### src/rtl/spatial_encoder_sequencer.sv
`default_nettype none
// ============================================================================
// Module   : spatial_encoder_sequencer
// Function : Sequences one quantized sample through the folded spatial encoder.
//            IM/CIM ROMs are read fold-major, channel-minor, and each fold pair
//            is streamed at one beat per cycle.
// Revision : 1.0
// ============================================================================
module spatial_encoder_sequencer #(
  parameter int  NUM_CHANNEL = 32,
  parameter int  NUM_FOLDS   = 8,
  parameter int  FOLD_WIDTH  = 256,
  parameter int  NUM_LEVELS  = 21,
  parameter int  LEVEL_WIDTH = 5,
  localparam int CH_W   = (NUM_CHANNEL > 1) ? $clog2(NUM_CHANNEL) : 1,
  localparam int FOLD_W = (NUM_FOLDS > 1) ? $clog2(NUM_FOLDS) : 1,
  localparam int IM_AW  = (NUM_CHANNEL * NUM_FOLDS > 1) ? $clog2(NUM_CHANNEL * NUM_FOLDS) : 1,
  localparam int CIM_AW = (NUM_LEVELS * NUM_FOLDS > 1) ? $clog2(NUM_LEVELS * NUM_FOLDS) : 1
) (
  input  logic                               clk,
  input  logic                               rst,
  input  logic                               sample_valid,
  output logic                               sample_ready,
  input  logic [NUM_CHANNEL*LEVEL_WIDTH-1:0] sample_levels,
  output logic                               rom_en,
  output logic [IM_AW-1:0]                   im_addr,
  output logic [CIM_AW-1:0]                  cim_addr,
  input  logic [FOLD_WIDTH-1:0]              im_data,
  input  logic [FOLD_WIDTH-1:0]              cim_data,
  output logic                               enc_din_valid,
  input  logic                               enc_din_ready,
  output logic [FOLD_WIDTH-1:0]              enc_im,
  output logic [FOLD_WIDTH-1:0]              enc_cim,
  output logic                               hv_valid,
  input  logic                               hv_ready,
  output logic                               busy
);

  localparam int NUM_BEATS = NUM_CHANNEL * NUM_FOLDS;
  localparam int BEAT_W    = $clog2(NUM_BEATS + 1);

  localparam logic [2:0] S_IDLE     = 3'd0;
  localparam logic [2:0] S_PREFETCH = 3'd1;
  localparam logic [2:0] S_FIRE     = 3'd2;
  localparam logic [2:0] S_STREAM   = 3'd3;
  localparam logic [2:0] S_DRAIN    = 3'd4;
  localparam logic [2:0] S_HOLD     = 3'd5;

  logic [2:0]                         state_q, state_d;
  logic [NUM_CHANNEL*LEVEL_WIDTH-1:0] levels_q, levels_d;
  logic [CH_W-1:0]                    ch_q, ch_d;
  logic [FOLD_W-1:0]                  fold_q, fold_d;
  logic [BEAT_W-1:0]                  beat_q, beat_d;
  logic                               advance;
  logic                               has_next;
  logic [LEVEL_WIDTH-1:0]             level_raw, level_clamped;
  logic [LEVEL_WIDTH-1:0]             level_arr [NUM_CHANNEL];

  for (genvar g = 0; g < NUM_CHANNEL; g++) begin : g_level_unpack
    assign level_arr[g] = levels_q[g*LEVEL_WIDTH +: LEVEL_WIDTH];
  end

  // ch_q/fold_q always point one beat ahead of the fold pair on the encoder bus
  always_comb begin
    has_next = 1'b0;
    if (state_q == S_FIRE) begin
      has_next = (NUM_BEATS > 1);
    end else if (state_q == S_STREAM) begin
      has_next = (32'(beat_q) + 32'd1) < 32'(NUM_BEATS);
    end
  end

  always_ff @(posedge clk) begin
    if (rst) begin
      state_q  <= S_IDLE;
      levels_q <= '0;
      ch_q     <= '0;
      fold_q   <= '0;
      beat_q   <= '0;
    end else begin
      state_q  <= state_d;
      levels_q <= levels_d;
      ch_q     <= ch_d;
      fold_q   <= fold_d;
      beat_q   <= beat_d;
    end
  end

  always_comb begin
    state_d  = state_q;
    levels_d = levels_q;
    ch_d     = ch_q;
    fold_d   = fold_q;
    beat_d   = beat_q;
    advance  = 1'b0;
    case (state_q)
      S_IDLE: begin
        if (sample_valid) begin
          levels_d = sample_levels;
          ch_d     = '0;
          fold_d   = '0;
          state_d  = S_PREFETCH;
        end
      end
      S_PREFETCH: begin
        advance = 1'b1;
        state_d = S_FIRE;
      end
      S_FIRE: begin
        if (enc_din_ready) begin
          advance = 1'b1;
          beat_d  = BEAT_W'(1);
          state_d = (NUM_BEATS > 1) ? S_STREAM : S_DRAIN;
        end
      end
      S_STREAM: begin
        advance = 1'b1;
        beat_d  = beat_q + 1'b1;
        if (!has_next) state_d = S_DRAIN;
      end
      S_DRAIN: state_d = S_HOLD;
      S_HOLD: begin
        if (hv_ready) state_d = S_IDLE;
      end
      default: state_d = S_IDLE;
    endcase
    if (advance) begin
      if (ch_q == CH_W'(NUM_CHANNEL - 1)) begin
        ch_d   = '0;
        fold_d = fold_q + 1'b1;
      end else begin
        ch_d = ch_q + 1'b1;
      end
    end
  end

  always_comb begin
    level_raw     = level_arr[ch_q];
    level_clamped = (32'(level_raw) >= 32'(NUM_LEVELS)) ? LEVEL_WIDTH'(NUM_LEVELS - 1) : level_raw;
    sample_ready  = (state_q == S_IDLE);
    busy          = (state_q != S_IDLE);
    hv_valid      = (state_q == S_HOLD);
    enc_din_valid = (state_q == S_FIRE);
    rom_en        = 1'b0;
    im_addr       = '0;
    cim_addr      = '0;
    enc_im        = '0;
    enc_cim       = '0;
    case (state_q)
      S_PREFETCH: begin
        rom_en   = 1'b1;
        im_addr  = IM_AW'(32'(ch_q) * 32'(NUM_FOLDS) + 32'(fold_q));
        cim_addr = CIM_AW'(32'(level_clamped) * 32'(NUM_FOLDS) + 32'(fold_q));
      end
      S_FIRE, S_STREAM: begin
        enc_im  = im_data;
        enc_cim = cim_data;
        if (has_next) begin
          // While FIRE waits on the encoder the ROM must not advance, so its data holds
          rom_en   = (state_q == S_STREAM) ? 1'b1 : enc_din_ready;
          im_addr  = IM_AW'(32'(ch_q) * 32'(NUM_FOLDS) + 32'(fold_q));
          cim_addr = CIM_AW'(32'(level_clamped) * 32'(NUM_FOLDS) + 32'(fold_q));
        end
      end
      default: ;
    endcase
  end

endmodule
`default_nettype wire

### config.mk
export PLATFORM = sky130hd
export DESIGN_NAME = spatial_encoder_sequencer
export DESIGN_NICKNAME = d
export VERILOG_FILES = /design/src/rtl/spatial_encoder_sequencer.sv
export SDC_FILE = /design/constraint.sdc
export NUM_CORES = 1
export LEC_CHECK = 0
export CAP_MARGIN = 40
export CORE_AREA = 4 4 475 477
export DETAILED_ROUTE_END_ITERATION = 10
export DIE_AREA = 0 0 479 481
export PLACE_DENSITY = 0.3
export SYNTH_ARGS = -nofsm -noshare
export SYNTH_HDL_FRONTEND = slang
export SYNTH_SLANG_ARGS = --single-unit
### constraint.sdc
create_clock -name clk -period 3.9 [get_ports clk]
set_input_delay 1.17 -clock clk [delete_from_list [all_inputs] [get_ports clk]]
set_output_delay 1.17 -clock clk [all_outputs]
set_load 0.02 [all_outputs]
Word-level counts from Yosys, hierarchy flattened
Index checks and enable logic that the tools add are counted.
{ "word_totals": {"latch_bits": 0, "regBits": 180, "output_inout_bits": 533, "romBits": 0, "ram_bits": 0, "n_memories": 0} }
{ "classes": {"order_cmp": 3, "bitwise": 1, "reduce_logical": 11, "n_mux": 32, "addsub": 6, "mul": 0, "n_shift": 0, "n_eq_ne": 10, "n_div": 0} }
{ "op_table": {"columns": ["operator", "count"], "rows": [
  ["$mux W256", 2],
  ["$mux W5", 7],
  ["$pmux W8 S2", 2],
  ["$bmux W5 S5", 1],
  ["$mux W3", 8],
  ["$pmux W3 S6", 1],
  ["$pmux W9 S2", 1],
  ["$add A8 B3 Y8", 2],
  ["$mux W8", 2],
  ["$add A9 B1 Y10 const B", 1],
  ["$lt A10 B9 Y1 const B", 1],
  ["$add A9 B1 Y9 const B", 1],
  ["$mux W9", 1],
  ["$eq A3 B2 Y1 const B", 2],
  ["$eq A3 B3 Y1 const B", 2],
  ["$ge A6 B6 Y1 const B", 1],
  ["$not A5 Y6", 1],
  ["$reduce_and A2 Y1", 3],
  ["$reduce_bool A2 Y1", 3],
  ["$add A5 B1 Y5 const B", 1],
  ["$eq A5 B5 Y1 const B", 1],
  ["$ge A5 B5 Y1 const B", 1],
  ["$mux W1", 5],
  ["$ne A2 B1 Y1 const B", 2],
  ["8 further kinds", 11]
]} }

Longest topological paths before layout
Gate-level depths: netlist of the first run.
{ "depth": {"ltp_word": 9, "mapped_depth": 11} }

Worst setup path before layout of the first run
No wires, ideal clock.
{ "synth_path": {"kind": "register -> output", "startpoint": "register beat_q[0]", "endpoint": "output im_addr[2]", "setup_slack_ps": 548, "path_stages_with_launch": 10, "arrival_ps": 2182, "required_ps": 2730, "n_path_buf": 2, "path_cell_list": "dfxtp_1 ha_1 nand3_1 nor2_1 mux2_2 and3_1 nor3_2 clkbuf_1 and2_1 buf_4"} }
{ "synth_via": {"elab_chain_len": 6} }
{ "synth_rtl": {"columns": ["element", "line_no", "text"], "rows": [
  ["from (decl)", "53", "logic [BEAT_W-1:0] beat_q, beat_d;"],
  ["from (signal assigned)", "85", "beat_q <= beat_d;"],
  ["$add A9 B1 Y10", "69", "has_next = (32'(beat_q) + 32'd1) < 32'(NUM_BEATS);"],
  ["$lt A10 B9 Y1", "69", null],
  ["$mux W1", "68", "end else if (state_q == S_STREAM) begin"],
  ["$mux W1", "66", "if (state_q == S_FIRE) begin"],
  ["$mux W8", "158", "if (has_next) begin"],
  ["$pmux W8 S2", "149", "case (state_q)"],
  ["to (decl)", "26", "output logic [IM_AW-1:0] im_addr,"]
]} }
No other way between the ends.

Worst setup path after layout of the first run
{ "layout_path": {"startpoint": "register ch_q[1]", "endpoint": "output cim_addr[3]"} }
{ "layout_via": {"elab_chain_len": 9} }
{ "layout_rtl": {"columns": ["element", "line_no", "text"], "rows": [
  ["from (decl)", "51", "logic [CH_W-1:0] ch_q, ch_d;"],
  ["from (signal assigned)", "83", "ch_q <= ch_d;"],
  ["$not A5 Y6 (not written as such) *", "138", "level_raw = level_arr[ch_q];"],
  ["$bmux W5 S5 *", "138", null],
  ["$mux W5 (not written as such) * (2 in a row)", "138", null],
  ["$ge A5 B5 Y1", "139", "level_clamped = (32'(level_raw) >= 32'(NUM_LEVELS)) ? LEVEL_WIDTH'(NUM_LEVELS - 1) : level_raw;"],
  ["$mux W5 *", "139", null],
  ["$add A8 B3 Y8 *", "153, 162", null],
  ["$mux W8", "158", null],
  ["$pmux W8 S2 *", "149", null],
  ["to (decl)", "27", "output logic [CIM_AW-1:0] cim_addr,"]
]} }
Every way passes the cells marked *; elsewhere a longest branch is shown, timed or not. The select of a mux whose other input is x is not followed.

==> results of run 1 <==
==> power groups by stage <==
stage               Sequential (mW)  Combinational, mW  Clock, mW
floorplan                      2.06               1.11          0
global placement               2.10               3.50          0
detailed placement             2.10               3.47          0
CTS                            2.06               3.57       1.96
global route                   2.08               3.68       2.02
finish                         2.06               3.47       1.89
==> cells in the final DEF, fill, tap and decap left out, types with 4 or more instances in the layout <==
cell	synthesis	routed
buf_6	5	16
o21ai_0	11	9
a21oi_2	1	5
dfxtp_1	180	172
clkinv_8	0	6
dfxtp_2	0	4
nand3_1	14	11
dlygate4sd2_1	0	26
and2_2	0	10
mux2i_2	0	9
a21oi_1	177	173
mux4_2	15	15
and3_4	0	4
buf_12	2	199
and2_1	524	509
diode_2	0	22
and2_4	0	5
a22oi_1	22	18
a22oi_2	0	4
nor2_1	32	28
nand2_1	336	334
buf_4	9	136
clkdlybuf4s50_1	0	949
nand4b_1	4	4
inv_8	0	4
mux2i_1	55	44
nor3_1	5	5
a211oi_1	4	4
clkbuf_16	0	17
dfxtp_4	0	4
==> cell type report <==
type	instances	area share, %
multi-input cells	1252	24.5
inverters	3	0.0367
well taps	2975	12.1
repair buffers	1335	49.3
clock inverters	15	0.669
clock buffers	17	1.39
flip-flops and latches	180	11.8
diodes	22	0.179
==> flip-flops by register name, summed over array words and instances (netlist names) <==
| name | cells |
|---|---|
| state_q | 3 |
| levels_q | 160 |
| fold_q | 3 |
| beat_q | 9 |
| ch_q | 5 |
==> final timing paths <==
| kind | cells after the start | from | to |
|---|---|---|---|
| hold / removal | 2 | levels_q[31] | levels_q[31] |
| hold reg to reg | 2 | levels_q[31] | levels_q[31] |
| setup reg to reg | 8 | ch_q[1] | ch_q[2] |
| setup / recovery | 11 | ch_q[1] | cim_addr[3] |
==> worst reg2reg max path, stage by stage (launching register included) <==
cell	delay (ps)
dfxtp_4	430
buf_4	210
buf_6	140
ha_1	210
and3_1	190
ha_1	250
or3_1	470
or3b_2	500
a21oi_1	150
==> repair_timing <==
action	CTS	global route
pin swaps	18	17
cloned	2	1
endpoints found under the setup margin	50	18
setup buffers	13	4
gates resized for setup	118	20
==> logic make-up after synthesis <==
| kind of cell | count (synthesis) | share of synthesized area, % |
|---|---|---|
| AOI/OAI and AO/OA | 230 | 11.1 |
| muxes | 72 | 7.90 |
| DFF | 180 | 31.3 |
| adders and majority gates | 4 | 0.434 |
| buffers and inverters | 143 | 5.91 |
| and+or+nand+nor | 946 | 43.4 |
==> layer usage <==
layer / wire (um) / vias up / global-route usage (%)
li1: - / 7517 / -
met1: 61600 / 7772 / 14.8
met2: 103000 / 844 / 30.7
met3: 17000 / 299 / 6.48
met4: 4850 / 84 / 3.30
met5: 535 / - / 0
==> run summary, run 1 <==
Mapped Cells = 1,575
max-cap violations = 0
dpl ws = -147 ps
P_sw = 2.80 mW
final slew viol count = 0
Final Hold Vio Count = 0
initial antenna violation count = 162
most instantiated cells after synthesis = and2_1 (524), nand2_1 (336), dfxtp_1 (180), a21oi_1 (177), clkbuf_1 (99)
CP Data Arrival Time = 2960 ps
top-count cell post-synth = and2_1
Die X = 479 um
Num CTS Buffers = 17
Reg clk slew, reported paths = 80 ps
Max Clock Freq = 0.242 GHz
Crit path largest cell delay = 490 ps
DRC Markers = 0
WP buf/inv = 4
via count = 16.5k
Top delay family on crit path = buffers and inverters
reg2reg setup slack = 1280 ps
crit path capture type = output pin
max_slew headroom = 60.5%
Initial Util = 5.21%
layout cells sized above 1 = 17.2%
vias per inst = 2.85
vias in the first global route = 17.1k
drt total wl = 187,000 um
number of I/O pins = 1,210
sequential-to-total area share from yosys stat = 31.3%
Synth area leaders = dfxtp_1 (31%), and2_1 (28%), nand2_1 (11%), a21oi_1 (7.7%), mux2i_1 (4.8%)
P_leak = 10.8 nW
fin nets = 3,470
crit share post-route = 106%
crit start category = register
status = finished with violations
fill count = 25.3k
power per cell area = 242 mW/mm^2
Finished Layout Cells = 5,799
dpl hpwl = 170,000 um
Multi-input gate area = 0.00752 sq mm
dpl cells = 5,731
Bufs on Longest Clock Path = 2
Area growth syn-to-layout = 166%
Syn Nets = 2,256
Final WS setup = -231 ps
post-layout utilization of the core = 13.9%
RSZ-0062 raised after global routing = yes
Final Total Pwr = 7.42 mW
biggest area consumer among synthesized cells = dfxtp_1
pin count of the biggest net entering global routing = 97
Main synth FF type = dfxtp_1
gr ovfl total = 0
WHS = 454 ps
die area = 0.230 sq mm
P_int = 4.62 mW
Slew @ Worst Pin = 592 ps
Hold Buf Count CTS = 0
Root Driver = clkbuf_16
sequential share of power = 27.8%
WP data required = 2730 ps
synthesized area = 0.0115 sq mm
First-pass DRT Iterations = 4
global-route wire length before repair = 225,000 um
failing checks = negative setup slack
post-synth cell types = 46
Clock Skew = 12.6 ps
number of synthesized flops with an enable pin = 0
Hold Crit Class = reg -> reg
post-synth top area share = 31.3%
most frequent cell on the critical path = buf_12
yosys warns = 0
kind of critical path = reg -> out
# setup viols final = 5
CTS tree = done
iteration-0 DRC count of the detailed router = 674
Tmin final = 4130 ps
Clk network pwr share = 25.4%
Logic pwr share = 46.8%
final setup TNS = -747 ps
Yosys reg bits = 180
H-Tree Depth = 4
CP cell instances = buf_12 -> mux2i_2 -> a22oi_1 -> nand4b_1 -> a31oi_1 -> buf_4 -> a311oi_4 -> buf_6 -> a21oi_2 -> and4b_2 -> buf_12
critical path's slowest cell = dfxtp_4
sw frac = 37.7%
placed cell area = 0.0295 sq mm
Core Area = 0.221 sq mm
Worst-Skew Late Latency = 470 ps
Async SR Flop Fraction = 0%
post-route ant nets = 0
post-route cell area = 0.0307 sq mm
VDD IR max = 0.271 mV
Vert. Die Dim = 481 um
per-cell routed wire length = 32.2 um
clock sink total = 180
row cnt = 173
CP Max Fanout = 7
sequential cell area = 0.00362 sq mm
Buffers on Ports = 1,209
Avg Inst Size Synth = 7.32 sq um
Total Routing Usage GR = 15.6%
GPL Wtd Cong = 0.939
Power figures use the tool's default switching activity.
==> inputs of run 2 (changes only) <==
- TNS_END_PERCENT: default -> 30
==> run summary, run 2 (synthesis results as in run 1) <==
initial antenna violation count = 159 (-1.9%)
CTS tree = done
layout cells sized above 1 = 17.1% (-0.059 points)
P_sw = 2.78 mW (-0.48%)
Root Driver = clkbuf_16
Max Clock Freq = 0.242 GHz (about the same)
CP Data Arrival Time = 2960 ps (about the same)
via count = 16.5k (-0.036%)
max reg flops = 160 (unchanged)
Final Hold Vio Count = 0 (unchanged)
kind of critical path = reg -> out
Die X = 479 um (unchanged)
Clk network pwr share = 25.5% (about the same)
vias per inst = 2.85 (+0.10%)
Reg clk slew, reported paths = 80 ps (about the same)
WP buf/inv = 4 (unchanged)
vias in the first global route = 17.0k (-0.35%)
Hold Crit Class = reg -> reg
CP Max Fanout = 7 (unchanged)
P_leak = 10.8 nW (about the same)
clock sink total = 180 (unchanged)
sequential cell area = 0.00362 sq mm (unchanged)
WP data required = 2730 ps (about the same)
global-route wire length before repair = 224,000 um (-0.48%)
post-route cell area = 0.0306 sq mm (-0.37%)
gr ovfl total = 0 (unchanged)
Tmin final = 4130 ps (-3.46 ps)
sequential share of power = 27.9% (about the same)
Area growth syn-to-layout = 165%
Num CTS Buffers = 17 (unchanged)
status = finished with violations
Vert. Die Dim = 481 um (unchanged)
most frequent cells in the layout = clkdlybuf4s50_1 (939), and2_1 (508), nand2_1 (334)
Bufs on Longest Clock Path = 2 (unchanged)
P_int = 4.60 mW (-0.44%)
die area = 0.230 sq mm (unchanged)
critical path's slowest cell = mux4_2
Worst Hold Path EP = levels_q[31]
Total Routing Usage GR = 15.5% (-0.078 points)
FF-to-FF Start = ch_q[1]
Final Total Pwr = 7.39 mW (-0.46%)
max_slew headroom = 60.8% (+0.26 points)
placed cell area = 0.0295 sq mm (unchanged)
max-cap violations = 0 (unchanged)
First-pass DRT Iterations = 5 (+1)
HP Start = levels_q[31]
Top reg by flops = levels_q
Top delay family on crit path = multiplexers
crit start category = register
sw frac = 37.7% (about the same)
DRC Markers = 0 (unchanged)
Crit path largest cell delay = 550 ps (+60 ps)
Finished Layout Cells = 5,791 (-0.14%)
Slew @ Worst Pin = 588 ps (-3.88 ps)
Reg2Reg Depth = 8 (unchanged)
crit share post-route = 106% (about the same)
pin count of the biggest net entering global routing = 97 (unchanged)
Final WS setup = -227 ps (+3.46 ps)
row cnt = 173 (unchanged)
VDD IR max = 0.270 mV (-0.29%)
dpl ws = -147 ps (unchanged)
final setup TNS = -657 ps (+90.8 ps)
RSZ-0062 raised after global routing = yes
Hold Buf Count CTS = 0 (unchanged)
GPL Wtd Cong = 0.939 (unchanged)
Core Area = 0.221 sq mm (unchanged)
fin nets = 3,468 (-0.058%)
Buffers on Ports = 1,209 (unchanged)
failing checks = negative setup slack
number of I/O pins = 1,210 (unchanged)
crit path capture type = output pin
H-Tree Depth = 4 (unchanged)
# setup viols final = 4 (-1)
Clock Skew = 12.8 ps (+0.172 ps)
iteration-0 DRC count of the detailed router = 703 (+4.3%)
Worst-Skew Late Latency = 470 ps (about the same)
reg2reg setup slack = 1280 ps (about the same)
Multi-input gate area = 0.00753 sq mm (about the same)
post-route ant nets = 0 (unchanged)
fill count = 25.3k (+0.012%)
Initial Util = 5.21% (unchanged)
per-cell routed wire length = 32.1 um (-0.28%)
final slew viol count = 0 (unchanged)
dpl hpwl = 170,000 um (unchanged)
drt total wl = 186,000 um (-0.42%)
reg2reg end = ch_q[2]
commonest non-fill, non-tap cell in the layout = clkdlybuf4s50_1
CP cell instances = buf_12 -> buf_8 -> buf_6 -> mux4_2 -> mux4_2 -> nand2b_4 -> and4b_2 -> buf_12
power per cell area = 242 mW/mm^2 (about the same)
Hold Path Stages = 2 (unchanged)
Logic pwr share = 46.6% (-0.2 points)
dpl cells = 5,731 (unchanged)
biggest regs = levels_q x160, beat_q x9, ch_q x5
## run 2: cell count changes in the layout (fill, tap and decap cells not counted), moves of 2 or more
| cell | delta |
|---|---|
| clkdlybuf4s50_1 | -10 |
| dlygate4sd2_1 | +11 |
| diode_2 | -6 |
| bufbuf_16 | -2 |
## run 2: power by group through the flow
stage               registers (mW)  logic (mW)  clock network (mW)
floorplan                     2.06        1.11                   0
global placement              2.10        3.50                   0
detailed placement            2.10        3.47                   0
CTS                           2.06        3.54                1.96
global route                  2.08        3.64                2.02
finish                        2.06        3.44                1.89
## run 2: area by class of cell
cell class                      instances  area share [%]
Sequential cell                       180            11.9
Clock inverter                         15           0.671
Clock buffer                           17            1.39
Inverter                                3          0.0368
Tap cell                             2975            12.2
Timing Repair Buffer                 1333            49.1
Multi-Input combinational cell       1252            24.6
Antenna cell                           16           0.131
## run 2: worst max path at each step
stage	start	to	slack [ps]	depth (start not counted)
final	ch_q[1]	cim_addr[3]	-230	8
after detailed placement	ch_q[1]	cim_addr[3]	-150	11
after global placement	ch_q[1]	cim_addr[3]	-200	11
after global routing	ch_q[1]	cim_addr[3]	-270	8
after floorplan	beat_q[0]	im_addr[2]	550	9
after CTS	ch_q[1]	cim_addr[3]	-280	8
## run 2: repair_timing
| item | CTS | global route |
|---|---|---|
| gates resized for setup | 126 | 21 |
| setup endpoints to repair | 50 | 54 |
| setup buffers | 13 | 4 |
| pin swaps | 18 | 17 |
| cloned | 0 | 1 |
| endpoints found under the hold margin | 0 | 0 |
## run 2: tightest hold or removal path, stage by stage, from the launching register on
cell     delay (ps)
dfxtp_1         310
nand2_1          50
a21oi_1          50
## run 2: stage by stage
step	hold slack (ps)	util, %
3_5_place_dp	446	13.3
3_3_place_gp	443	13.3
4_1_cts	456	13.7
5_1_grt	474	13.8
2_1_floorplan	433	-
6_report	454	13.8
## run 2: per-layer routing
metal  wire, um  GRT usage [%]  part of all wire (%)  vias to the layer above
li1           -              -                     -                     7504
met1      60900           14.7                    33                     7790
met2     103000           30.9                    55                      834
met3      17200           6.49                   9.2                      296
met4       4020           2.63                   2.2                       86
met5        550              0                  0.30                        -
